==> src/rtl/decoder_pkg.sv <==
// Shared definitions for the scanning N-to-2^N decoder: mode encodings,
// parameter limits and a width helper for the dwell counter.
package decoder_pkg;

   // Operating modes as presented on the 2-bit mode input.
   typedef enum logic [1:0] {
      MODE_OFF    = 2'b00,
      MODE_DIRECT = 2'b01,
      MODE_SCAN   = 2'b10,
      MODE_PULSE  = 2'b11
   } mode_t;

   // Legal ranges for the decoder parameters.
   localparam int N_MIN     = 1;
   localparam int N_MAX     = 6;
   localparam int DWELL_MIN = 1;
   localparam int DWELL_MAX = 65535;

   // Counter width needed to count 0..dwell-1; a single bit is kept for
   // dwell=1 so the counter never collapses to a zero-width vector.
   function automatic int dwell_cw(input int dwell);
      return (dwell > 1) ? $clog2(dwell) : 1;
   endfunction

endpackage

==> src/rtl/dwell_timer.sv <==
// Dwell counter: counts 0..DWELL-1 and wraps, with synchronous clear and
// hold. tc flags the last cycle of a dwell period so the owner can step
// to the next line (or end a pulse) on the same edge the counter wraps.
module dwell_timer
   import decoder_pkg::*;
#(
   parameter int DWELL = 4
)(
   input  logic clk,
   input  logic rst,
   input  logic clr,
   input  logic hold,
   output logic tc
);

   localparam int            CW   = dwell_cw(DWELL);
   localparam logic [CW-1:0] LAST = CW'(DWELL - 1);

   logic [CW-1:0] count_reg;

   assign tc = (count_reg == LAST);

   // Clear has priority over hold; otherwise count up and wrap at terminal.
   always_ff @(posedge clk) begin
      if (rst || clr) begin
         count_reg <= '0;
      end else if (hold) begin
         count_reg <= count_reg;
      end else if (tc) begin
         count_reg <= '0;
      end else begin
         count_reg <= count_reg + CW'(1);
      end
   end

endmodule

==> src/rtl/decoder_scan_nto2n.sv <==
// N-to-2^N one-hot decoder with four modes: OFF, DIRECT (registered
// decode of code), SCAN (walks every line, DWELL cycles each, with a wrap
// strobe) and PULSE (one line for DWELL cycles per accepted start).
// All outputs are registered; ACTIVE_LOW inverts the one-hot lines,
// idle value included.
module decoder_scan_nto2n
   import decoder_pkg::*;
#(
   parameter int N          = 2,
   parameter int DWELL      = 4,
   parameter int ACTIVE_LOW = 0,
   localparam int OUT_W     = 2**N
)(
   input  logic             clk,
   input  logic             rst,
   input  logic             en,
   input  logic [1:0]       mode,
   input  logic [N-1:0]     code,
   input  logic             start,
   output logic [OUT_W-1:0] out,
   output logic [N-1:0]     idx,
   output logic             busy,
   output logic             wrap
);

   // Per-line polarity mask: all ones flips active-high lines to active-low.
   localparam logic [OUT_W-1:0] POL_MASK =
      (ACTIVE_LOW != 0) ? {OUT_W{1'b1}} : {OUT_W{1'b0}};

   // Generic shift decode; valid for every legal N without width tables.
   function automatic logic [OUT_W-1:0] onehot(input logic [N-1:0] sel);
      return OUT_W'(1) << sel;
   endfunction

   mode_t            mode_in;
   mode_t            mode_reg;
   logic             mode_change;
   logic             scan_steady;
   logic             pulse_run;
   logic             tc;

   logic [OUT_W-1:0] out_reg;
   logic [N-1:0]     idx_reg;
   logic             busy_reg;
   logic             wrap_reg;

   logic [OUT_W-1:0] line_next;
   logic [OUT_W-1:0] out_next;
   logic [N-1:0]     idx_next;
   logic             busy_next;
   logic             wrap_next;
   logic             tmr_clr;
   logic             tmr_hold;

   assign mode_in     = mode_t'(mode);

   // mode_reg holds the last mode seen while enabled, so a difference marks
   // a mode entry (including the first mode after reset, since reset
   // parks mode_reg at OFF and OFF needs no entry action).
   assign mode_change = (mode_in != mode_reg);
   assign scan_steady = (mode_in == MODE_SCAN) && !mode_change;
   assign pulse_run   = (mode_in == MODE_PULSE) && !mode_change && busy_reg;

   dwell_timer #(
      .DWELL (DWELL)
   ) u_dwell (
      .clk  (clk),
      .rst  (rst),
      .clr  (tmr_clr),
      .hold (tmr_hold),
      .tc   (tc)
   );

   // Next-state decode for every mode; defaults describe the idle state
   // with the dwell counter cleared.
   always_comb begin
      line_next = '0;
      idx_next  = '0;
      busy_next = 1'b0;
      wrap_next = 1'b0;
      tmr_clr   = 1'b1;
      tmr_hold  = 1'b0;

      if (!en) begin
         // Lines go idle but position, dwell count and busy are frozen so
         // the sequence picks up where it stopped once en returns.
         idx_next  = idx_reg;
         busy_next = busy_reg;
         tmr_clr   = 1'b0;
         tmr_hold  = 1'b1;
      end else begin
         case (mode_in)
            MODE_OFF: begin
               line_next = '0;
            end

            MODE_DIRECT: begin
               idx_next  = code;
               line_next = onehot(code);
            end

            MODE_SCAN: begin
               if (scan_steady) begin
                  tmr_clr = 1'b0;
                  if (tc) begin
                     // Last dwell cycle of this line: step on, and flag
                     // the return from the top line to line 0.
                     idx_next  = idx_reg + N'(1);
                     wrap_next = (idx_reg == N'(OUT_W - 1));
                  end else begin
                     idx_next  = idx_reg;
                  end
               end else begin
                  // Entry: start at line 0 with a fresh dwell count.
                  idx_next = '0;
               end
               line_next = onehot(idx_next);
            end

            MODE_PULSE: begin
               if (pulse_run) begin
                  // Pulse in flight; start is ignored, not queued.
                  tmr_clr = 1'b0;
                  if (!tc) begin
                     busy_next = 1'b1;
                     idx_next  = idx_reg;
                     line_next = onehot(idx_reg);
                  end
               end else if (start) begin
                  // Accept: capture code and light its line from the next
                  // cycle, counting DWELL cycles from a cleared counter.
                  busy_next = 1'b1;
                  idx_next  = code;
                  line_next = onehot(code);
               end
            end

            default: begin
               line_next = '0;
            end
         endcase
      end
   end

   // Apply output polarity bit by bit before registering.
   generate
      for (genvar gi = 0; gi < OUT_W; gi++) begin : g_pol
         assign out_next[gi] = line_next[gi] ^ POL_MASK[gi];
      end
   endgenerate

   // Output and control registers; reset parks everything idle.
   always_ff @(posedge clk) begin
      if (rst) begin
         mode_reg <= MODE_OFF;
         out_reg  <= POL_MASK;
         idx_reg  <= '0;
         busy_reg <= 1'b0;
         wrap_reg <= 1'b0;
      end else begin
         if (en) begin
            mode_reg <= mode_in;
         end
         out_reg  <= out_next;
         idx_reg  <= idx_next;
         busy_reg <= busy_next;
         wrap_reg <= wrap_next;
      end
   end

   assign out  = out_reg;
   assign idx  = idx_reg;
   assign busy = busy_reg;
   assign wrap = wrap_reg;

endmodule
==> config.mk <==
export PLATFORM = sky130hd
export DESIGN_NAME = decoder_scan_nto2n
export DESIGN_NICKNAME = d
export VERILOG_FILES = /design/src/rtl/decoder_pkg.sv /design/src/rtl/dwell_timer.sv /design/src/rtl/decoder_scan_nto2n.sv
export SDC_FILE = /design/constraint.sdc
export NUM_CORES = 1
export LEC_CHECK = 0
export CAP_MARGIN = 20
export CELL_PAD_IN_SITES_DETAIL_PLACEMENT = 1
export CELL_PAD_IN_SITES_GLOBAL_PLACEMENT = 1
export CORE_MARGIN = 5
export CORE_UTILIZATION = 35
export CTS_BUF_LIST = sky130_fd_sc_hd__clkbuf_8 sky130_fd_sc_hd__clkbuf_16
export CTS_CLUSTER_SIZE = 20
export DETAILED_ROUTE_END_ITERATION = 7
export DONT_BUFFER_PORTS = 1
export PLACE_DENSITY_LB_ADDON = 0.1
export SLEW_MARGIN = 20
export SYNTH_ARGS = -nofsm -noshare
export SYNTH_HDL_FRONTEND = slang
export SYNTH_SLANG_ARGS = --single-unit
==> constraint.sdc <==
create_clock -name clk -period 1.6 [get_ports clk]
set_clock_uncertainty 0.15 [all_clocks]
set_input_delay 0.16 -clock clk [delete_from_list [all_inputs] [get_ports clk]]
set_output_delay 0.16 -clock clk [all_outputs]
set_load 0.05 [all_outputs]
# == Word level (Yosys, flattened, before mapping) ==
# Cells that the tools add are included.
# Widths: inputs -> output; s select.
# word_totals
out_inout_bits,8
register_bits,12
elab_cells,52
in_bits,8
# op_classes
add_sub_neg,2
n_shift,3
reduce_logical,9
bitwise,4
mux,21
n_eq_ne,7
# op_table
op,n
$mux 2,8
$pmux 4 s4,1
$mux 4,3
$shl 1x2->4 const A,3
$eq 2x2->1 const B,4
$mux 1,7
$pmux 2 s3,1
$reduce_or 5->1,1
$add 2x1->2 const B,2
$not 1->1,4
$logic_and 1x1->1,3
$ne 3x3->1 const B,1
$eq 2x1->1 const B,1
$logic_not 2->1,1
$ne 2x2->1,1
$pmux 1 s2,1
$reduce_and 2->1,1
$reduce_or 2->1,1
$logic_not 1->1,1
$logic_or 1x1->1,1

# == Depth between registers and ports, before layout ==
# Gate-level depths: netlist of run 1.
# depth
ltp_word,8
ltp_mapped,6
mapped_depth_nobuf,6

# == Modules after synthesis ==
# A second synthesis of run 1 with hierarchy kept.
# hier_totals
hier_cells,85
area_unflattened_um2,769.5
# by_module_without_submodules
mod,seq_area_each_um2,cells_per_inst,instances,area_each_um2
decoder_scan_nto2n,200.2,77,1,679.4
dwell_timer,40.0,8,1,90.1

# == Worst setup path after synthesis of run 1 ==
# OpenSTA, ideal clock, no wires.
# synth_timing
kind,register to register
from,reg idx_reg[0] (netlist: idx[0])
to,reg idx_reg[1] (netlist: idx[1])
required_time_ps,1333
arrival_time_ps,1724
stages_incl_launch_ff,7
synth_period_minus_slack_ps,1990
path_slack_ps,-390
setup_time_ps,117
cell_sequence,dfxtp_1 > inv_1 > ha_1 > mux2_2 > nand2_1 > o21ai_0 > a22o_1
# synth_via
elab_chain_cells,6
# synth_rtl
item,line,text
start: declaration,decoder_scan_nto2n.sv:43,logic [N-1:0] idx_reg;
start signal: assignment,decoder_scan_nto2n.sv:165,idx_reg <= idx_next;
$add 2x1->2,decoder_scan_nto2n.sv:108,idx_next = idx_reg + N'(1);
$mux 2,decoder_scan_nto2n.sv:105,if (tc) begin
$mux 2,decoder_scan_nto2n.sv:103,if (scan_steady) begin
$mux 2,decoder_scan_nto2n.sv:92,case (mode_in)
$mux 2,decoder_scan_nto2n.sv:84,if (!en) begin
$pmux 2 s3,decoder_scan_nto2n.sv:92,
# Every way passes these cells. The select of a mux whose other input is x is not followed.
# A chain may end at the register's enable or synchronous reset.

==> summary.txt, run 1 <==
OUTCOME
---------------------------------------------------------------------------------
Status ............................................................. finished with violations
Failing checks ..................................................... negative hold slack

CRITICAL PATH
---------------------------------------------------------------------------------
Setup Crit Path Kind ...............................................    in -> reg
WP buf/inv .........................................................            2
Max Fanout on Critical Path ........................................            8
Worst-path cell chain .............................................. dlygate4sd3_1 > mux2i_1 > dlygate4sd3_1 > nor2_1
Startpoint of the most critical register-to-register path .......... u_dwell.count_reg[0]
Crit path max-delay family ......................................... buffers and inverters
Worst Reg-to-Reg Cells .............................................            4
Data arrival time at the worst-slack endpoint ......................      1.53 ns
Critical-path cell with the highest stage delay .................... dlygate4sd3_1
Capturing element type of the critical path ........................     register
WP data required ...................................................      1.58 ns
Capture instance of the worst register-to-register path ............       idx[1]
R2r setup slk ......................................................      0.08 ns
Largest incremental delay on the critical path .....................      0.58 ns
Most used cell, CP ................................................. dlygate4sd3_1
Critical Path Start Type ...........................................   input port

GLOBAL ROUTING
---------------------------------------------------------------------------------
Via count of the first global-routing pass .........................          703
Pin count of the biggest net entering global routing ...............           12
First-pass GRT wire length .........................................      3520 µm
Initial antenna violation count ....................................            0
Remaining Overflow, GRT ............................................            0
Global router's overall resource usage .............................        0.142

CLOCK TREE
---------------------------------------------------------------------------------
Clock latency of the later-clocked register in the worst-skew pair .      0.24 ns
Total CTS buffers ..................................................            3
CTS tree ...........................................................        built
H-tree levels ......................................................            1
Post-CTS setup buffer count ........................................            0
Clk root buf .......................................................     clkbuf_8
Largest buffer count on any clock path .............................            2
Reg clk slew, reported paths .......................................      0.06 ns
TritonCTS sink count ...............................................           12

DIE
---------------------------------------------------------------------------------
Site Rows ..........................................................           16
Number of ports placed on the die boundary .........................           16
Floorplan die area .................................................     3180 µm²
Floorplan core area ................................................     2000 µm²
Initial core utilization ...........................................        0.377
Horiz. Die Dim .....................................................      56.4 µm
Vertical extent of the die .........................................      56.4 µm

STA
---------------------------------------------------------------------------------
Final hold vios ....................................................            1
Count of final max-slew check failures .............................            0
Unrepaired setup endpoints after global routing ....................           no
Highest Clock Rate .................................................    0.645 GHz
Tmin final .........................................................      1.55 ns
Tightest Pin Transition ............................................     0.479 ns
Headroom to the max-slew limit .....................................        0.680
Count of endpoints failing setup in the final report ...............            0
Final worst hold slack .............................................  -0.00395 ns
Final worst-path cycle share .......................................        0.969

SYNTH
---------------------------------------------------------------------------------
Count of warnings emitted by yosys .................................            0
Mapped Cells .......................................................           85
EDFF count, synth ..................................................            0
Net count after synthesis ..........................................           98
Main flop type after synthesis .....................................      dfxtp_1
Share of async-settable or async-resettable flops after synthesis ..            0
Post-synthesis average cell area ...................................     8.88 µm²
Netlist area before placement ......................................      754 µm²
Portion of the post-synthesis area used by sequential elements .....        0.318
Post-synth cell types ..............................................           35
Number of flip-flops and latches in the synthesized netlist ........           12

DETAILED ROUTING
---------------------------------------------------------------------------------
Violation count after the first detailed-route iteration ...........           16
Antenna violation net count after detailed routing .................            0
DRC violation count after routing ..................................            0
Drt first pass iters ...............................................            4
Detailed Route WL ..................................................      2190 µm
Per-cell routed wire length ........................................      16.8 µm
Per-cell via count in the routed design ............................         5.42
Number of vias after detailed routing ..............................          704

CELLS AND AREA
---------------------------------------------------------------------------------
Non-filler cells, final ............................................          130
Proportion of layout cells with a drive suffix above 1 .............        0.282
Max reg flops ......................................................            4
Area growth from synthesis to final layout .........................        33.8%
Fin nets ...........................................................          117
ANT cells ..........................................................            0

MIN PATH
---------------------------------------------------------------------------------
Kind of path behind the tightest hold check ........................    in -> reg
Worst hold start ...................................................      mode[1]
Min-Delay Path Depth ...............................................            2
Worst Hold Endpoint ................................................       out[0]

PWR
---------------------------------------------------------------------------------
PD cells ...........................................................   707 nW/µm²
Post-layout power ..................................................       713 µW
Reported leakage power .............................................  0.000414 µW
IR drop worst, VDD .................................................   0.000433 V

PLACED DESIGN
---------------------------------------------------------------------------------
Number of input and output port buffers inserted ...................            0
Post-DP HPWL .......................................................      1480 µm
Count of placed standard cells including taps ......................          118
Final GP Congestion ................................................        0.740

JOB
---------------------------------------------------------------------------------
Maximum Capacitance Violations .....................................            0

## where the power goes
group	switching (µW)	internal, µW	leakage (µW)
clock network	120	170	0.0000231
logic	49.4	53.5	0.000291
registers	15.0	306	0.0000996
total	185	529	0.000414
## worst max-delay path by stage
stage	start	to	slack, ns	cells after the start
after detailed placement	u_dwell.count_reg[0]	idx[0]	0.002	5
after global placement	u_dwell.count_reg[0]	idx[1]	-0.02	5
after global routing	idx[0]	out[0]	0.01	6
after CTS	idx[0]	idx[1]	0.01	6
after floorplan	idx[1]	idx[1]	-0.03	6
final	mode[1]	mode_reg[1]	0.05	4
## final cells by class
type                    instances  area [µm²]
fillers                       243         992
multi-input cells              66         519
flip-flops and latches         12         249
repair buffers                 17         148
clock buffers                   3        41.3
well taps                      27        33.8
inverters                       4        15.0
clock inverters                 1        3.75
## metrics by stage
| stage | setup slack, ns | hold WS, ns | util | instance area, µm² | TNS, ns |
|---|---|---|---|---|---|
| 2_1_floorplan | -0.0329 | 0.0717 | - | 767 | -0.0329 |
| 3_3_place_gp | -0.0176 | 0.0787 | 0.420 | 841 | -0.0321 |
| 3_5_place_dp | 0.00206 | 0.0775 | 0.420 | 841 | 0 |
| 4_1_cts | 0.0107 | 0.00145 | 0.485 | 971 | 0 |
| 5_1_grt | 0.0107 | 0.00950 | 0.504 | 1010 | 0 |
| 6_report | 0.0498 | -0.00395 | 0.504 | 1010 | 0 |
## layout by cell type (no fill, tap or decap), types with 2 or more instances in the layout
| cell | Yosys | layout |
|---|---|---|
| dfxtp_1 | 12 | 9 |
| buf_4 | 0 | 9 |
| dlygate4sd3_1 | 0 | 8 |
| nand2_1 | 7 | 6 |
| nor2_1 | 5 | 5 |
| nor2b_1 | 5 | 5 |
| mux2i_1 | 4 | 4 |
| a21oi_1 | 4 | 4 |
| nand3_1 | 4 | 4 |
| inv_2 | 1 | 3 |
| nand2b_1 | 3 | 3 |
| ha_1 | 5 | 3 |
| clkbuf_8 | 0 | 3 |
| o22ai_1 | 2 | 2 |
| and2_1 | 2 | 2 |
| a32oi_1 | 2 | 2 |
| a22o_1 | 2 | 2 |
| ha_4 | 0 | 2 |
| dfxtp_4 | 0 | 2 |
## per-layer routing
layer	track usage	vias up	share of wire
li1	-	346	-
met1	0.188	344	0.45
met2	0.226	10	0.51
met3	0.0298	4	0.031
met4	0.0508	0	0.0087
met5	0	-	0
## cells by family (layout without fill, tap and decap cells)
kind of cell,count (synthesis),count (layout),synth area share
compound gates,20,20,0.184
xor+xnor,1,1,0.0116
fa+ha+maj,5,5,0.0829
buf+inv,7,25,0.0564
flops,12,12,0.318
mux,6,6,0.0829
simple gates,34,34,0.264
## synth_stat cells, types with 3 or more instances
cell | number | share of area
nand2b_1 | 3 | 0.025
dfxtp_1 | 12 | 0.32
nand2_1 | 7 | 0.035
ha_1 | 5 | 0.083
inv_1 | 3 | 0.015
nor2b_1 | 5 | 0.041
a21oi_1 | 4 | 0.027
o21ai_0 | 3 | 0.020
mux2i_1 | 4 | 0.053
nor2_1 | 5 | 0.025
nand3_1 | 4 | 0.027
## repair_timing
action | CTS | global route
hold endpoints to repair | 9 | 0
gates resized for setup | 3 | 7
pin swaps | 0 | 1
setup endpoints to repair | 2 | 3
hold buffers | 8 | 0
No activity file was read; power rests on OpenSTA's default activity.
==> run 2: changes to the inputs <==
--- a/config.mk
+++ b/config.mk
@@ -15,7 +15,9 @@
 export DETAILED_ROUTE_END_ITERATION = 7
 export DONT_BUFFER_PORTS = 1
 export PLACE_DENSITY_LB_ADDON = 0.1
+export SKIP_CTS_REPAIR_TIMING = 1
 export SLEW_MARGIN = 20
 export SYNTH_ARGS = -nofsm -noshare
 export SYNTH_HDL_FRONTEND = slang
+export SYNTH_HIERARCHICAL = 1
 export SYNTH_SLANG_ARGS = --single-unit
==> run 2 against run 1 <==
The flow still finishes with violations (negative hold slack). Setup slack lost 0.0051 ns. Combinational power is essentially flat. Clock power barely moved. Global-route usage decreased by 0.55 points. Sequential share of layout area up 0.95 points. Critical path type unchanged. Synthesized cell count is the same. Register-to-register slack about the same. Area after synthesis up 2.0%. Die area rose by 1.6%. Largest power group unchanged. Routed wire length is 1.6% higher.
==> summary.txt, run 2 <==
PLACED DESIGN
---------------------------------------------------------------------------------
Post-placement worst setup slack ...................................   -0.0332 ns   -0.0353 ns
Number of input and output port buffers inserted ...................            0   unchanged
Post-DP HPWL .......................................................      1530 µm   +3.5%
Final GP Congestion ................................................        0.784   +5.9%

SYNTH
---------------------------------------------------------------------------------
Share of async-settable or async-resettable flops after synthesis ..            0   unchanged
Main flop type after synthesis .....................................      dfxtp_1
Library cell with the highest instance count after synthesis .......      dfxtp_1
Number of flip-flops and latches in the synthesized netlist ........           12   unchanged
Count of warnings emitted by yosys .................................            6   +6
Mapped Cells .......................................................           85   unchanged
Area share of the leading cell type in the synthesized netlist .....        0.312   -0.00621
Post-synthesis average cell area ...................................     9.05 µm²   +2.0%
Netlist area before placement ......................................      769 µm²   +2.0%
Largest cells by area after synthesis .............................. dfxtp_1 31%, ha_1 8.1%, nand4_1 4.1%, mux2i_1 3.9%, buf_6 2.9%
Portion of the post-synthesis area used by sequential elements .....        0.312   -0.00621
Largest area contributor in the netlist ............................      dfxtp_1
Post-synth cell types ..............................................           42   +20%
EDFF count, synth ..................................................            0   unchanged
Top cells by instance count after synthesis ........................ 12 x dfxtp_1, 5 x ha_1, 5 x nand2_1, 5 x nand4_1, 5 x nor2_1
Net count after synthesis ..........................................           98   unchanged

PWR
---------------------------------------------------------------------------------
Post-layout power ..................................................       713 µW   -0.12%
IR drop worst, VDD .................................................   0.000418 V   -3.5%
PD cells ...........................................................   726 nW/µm²   +2.7%
Reported leakage power .............................................  0.000371 µW   -10%

DIE
---------------------------------------------------------------------------------
Number of ports placed on the die boundary .........................           16   unchanged
Floorplan core area ................................................     2150 µm²   +7.3%
Site Rows ..........................................................           17   +1
Floorplan die area .................................................     3240 µm²   +1.6%
Horiz. Die Dim .....................................................      56.9 µm   +0.82%
Initial core utilization ...........................................        0.358   -0.0187
Vertical extent of the die .........................................      56.9 µm   +0.82%

CRITICAL PATH
---------------------------------------------------------------------------------
Worst Reg-to-Reg Cells .............................................            5   +1
Capturing element type of the critical path ........................     register
Setup Crit Path Kind ...............................................    in -> reg
Data arrival time at the worst-slack endpoint ......................      1.53 ns   about the same
Worst-path cell chain .............................................. dlygate4sd3_1 > mux2i_1 > dlygate4sd3_1 > nor2_1
WP data required ...................................................      1.57 ns   about the same
Critical-path cell with the highest stage delay .................... dlygate4sd3_1
Largest incremental delay on the critical path .....................      0.59 ns   about the same
Max Fanout on Critical Path ........................................            8   unchanged
Critical Path Start Type ...........................................   input port
Most used cell, CP ................................................. dlygate4sd3_1

GLOBAL ROUTING
---------------------------------------------------------------------------------
Initial antenna violation count ....................................            0   unchanged
Pin count of the biggest net entering global routing ...............           13   +1
First-pass GRT wire length .........................................      3380 µm   -3.9%
Remaining Overflow, GRT ............................................            0   unchanged
Via count of the first global-routing pass .........................          699   -0.57%
Global router's overall resource usage .............................        0.137   -0.00547

STA
---------------------------------------------------------------------------------
Final worst-path cycle share .......................................        0.972   +0.00319
Count of endpoints failing setup in the final report ...............            0   unchanged
Tmin final .........................................................      1.56 ns   +0.00510 ns
Final hold vios ....................................................            1   unchanged
Highest Clock Rate .................................................    0.643 GHz   -0.33%
Headroom to the max-slew limit .....................................        0.676   -0.00402
Count of final max-slew check failures .............................            0   unchanged
Tightest Pin Transition ............................................     0.485 ns   +0.00602 ns
Final worst hold slack .............................................   -0.0127 ns   -0.00873 ns
Final WS setup .....................................................    0.0447 ns   -0.00510 ns

MIN PATH
---------------------------------------------------------------------------------
Kind of path behind the tightest hold check ........................    in -> reg
Min-Delay Path Depth ...............................................            2   unchanged

DETAILED ROUTING
---------------------------------------------------------------------------------
Detailed Route WL ..................................................      2220 µm   +1.6%
Number of vias after detailed routing ..............................          698   -0.85%
Per-cell via count in the routed design ............................         5.50   +1.5%
Antenna violation net count after detailed routing .................            0   unchanged
Violation count after the first detailed-route iteration ...........           11   -5
Drt first pass iters ...............................................            3   -1
DRC violation count after routing ..................................            0   unchanged
Per-cell routed wire length ........................................      17.5 µm   +4.0%

CLOCK TREE
---------------------------------------------------------------------------------
TritonCTS sink count ...............................................           12   unchanged
Largest buffer count on any clock path .............................            2   unchanged
Total CTS buffers ..................................................            3   unchanged
Clock latency of the later-clocked register in the worst-skew pair .      0.24 ns   about the same
Reg clk slew, reported paths .......................................      0.06 ns   about the same
CTS tree ...........................................................        built
H-tree levels ......................................................            1   unchanged
Clk root buf .......................................................     clkbuf_8

CELLS AND AREA
---------------------------------------------------------------------------------
Total area of multi-input combinational cells ......................      510 µm²   -1.7%
Fill cell instance count of the final layout .......................          254   +4.5%
Highest-count cells in the layout ignoring fill and taps ........... 8 x dlygate4sd3_1, 7 x dfxtp_1, 6 x buf_4
ANT cells ..........................................................            0   unchanged
Fin nets ...........................................................          113   -3.4%
Proportion of layout cells with a drive suffix above 1 .............        0.273   -0.00883
Area growth from synthesis to final layout .........................        27.6%
Max reg flops ......................................................            4   unchanged
Most common cell after layout, fill and taps aside ................. dlygate4sd3_1
Storage cell area ..................................................      251 µm²   +1.0%

JOB
---------------------------------------------------------------------------------
Maximum Capacitance Violations .....................................            0   unchanged

OUTCOME
---------------------------------------------------------------------------------
Failing checks ..................................................... negative hold slack
Status ............................................................. finished with violations

[run 2: cell types whose count changed after synthesis, moves of 3 or more]
| cell | delta |
|---|---|
| a21oi_1 | -3 |
| nand3_1 | -3 |
| nand4_1 | +5 |
| nor2b_1 | -4 |
[run 2: area by class of cell]
cell class,instances,area share
multi-input combinational,65,0.520
tap,28,0.0357
clock buffer,3,0.0420
inverter,4,0.0153
timing repair buffer,14,0.127
clock inverter,1,0.00382
sequential,12,0.256
[run 2: metal layers]
layer	wire, µm	up-vias	track usage
met3	94	4	0.0437
li1	-	347	-
met1	965	333	0.161
met4	44	0	0.0695
met2	1120	14	0.220
met5	0	-	0
[run 2: stage by stage]
step	instances	instance area [µm²]	hold WS (ns)	setup TNS, ns	utilization
finish	127	982	-0.0127	0	0.457
global route	127	982	0.00205	-0.0338	0.457
CTS	119	887	-0.180	-0.0962	0.413
detailed placement	115	842	0.0773	-0.0332	0.392
global placement	115	842	0.0793	-0.0393	0.392
floorplan	85	795	0.0746	0	-
[run 2: path summary, 6_finish.rpt]
kind / slack [ns] / end / from
min: -0.01 / out[1] / code[1]
min reg2reg: 0.42 / mode_reg[0] / mode_reg[0]
max reg2reg: 0.09 / idx[0] / u_dwell/count_reg[0]
max: 0.04 / mode_reg[1] / mode[1]
[run 2: critical path, delay by kind of cell]
kind,cells,cell delay (ns)
buf+inv,2,1.16
simple gates,1,0.04
mux,1,0.17
[run 2: logic make-up (layout without fill, tap and decap cells)]
kind of cell	Yosys count	after routing	synth area share
and+or+nand+nor	35	35	0.285
AOI/OAI and AO/OA	20	20	0.195
DFF	12	12	0.312
buffers and inverters	8	22	0.0618
adders and majority gates	5	5	0.0813
muxes	4	4	0.0537
xor gates and xnor gates	1	1	0.0114
[run 2: power breakdown]
part / switching (µW) / leakage (µW) / internal, µW
clock: 117 / 0.0000231 / 170
sequential: 15.6 / 0.000100 / 307
combinational: 54.4 / 0.000247 / 48.8
total: 187 / 0.000371 / 526
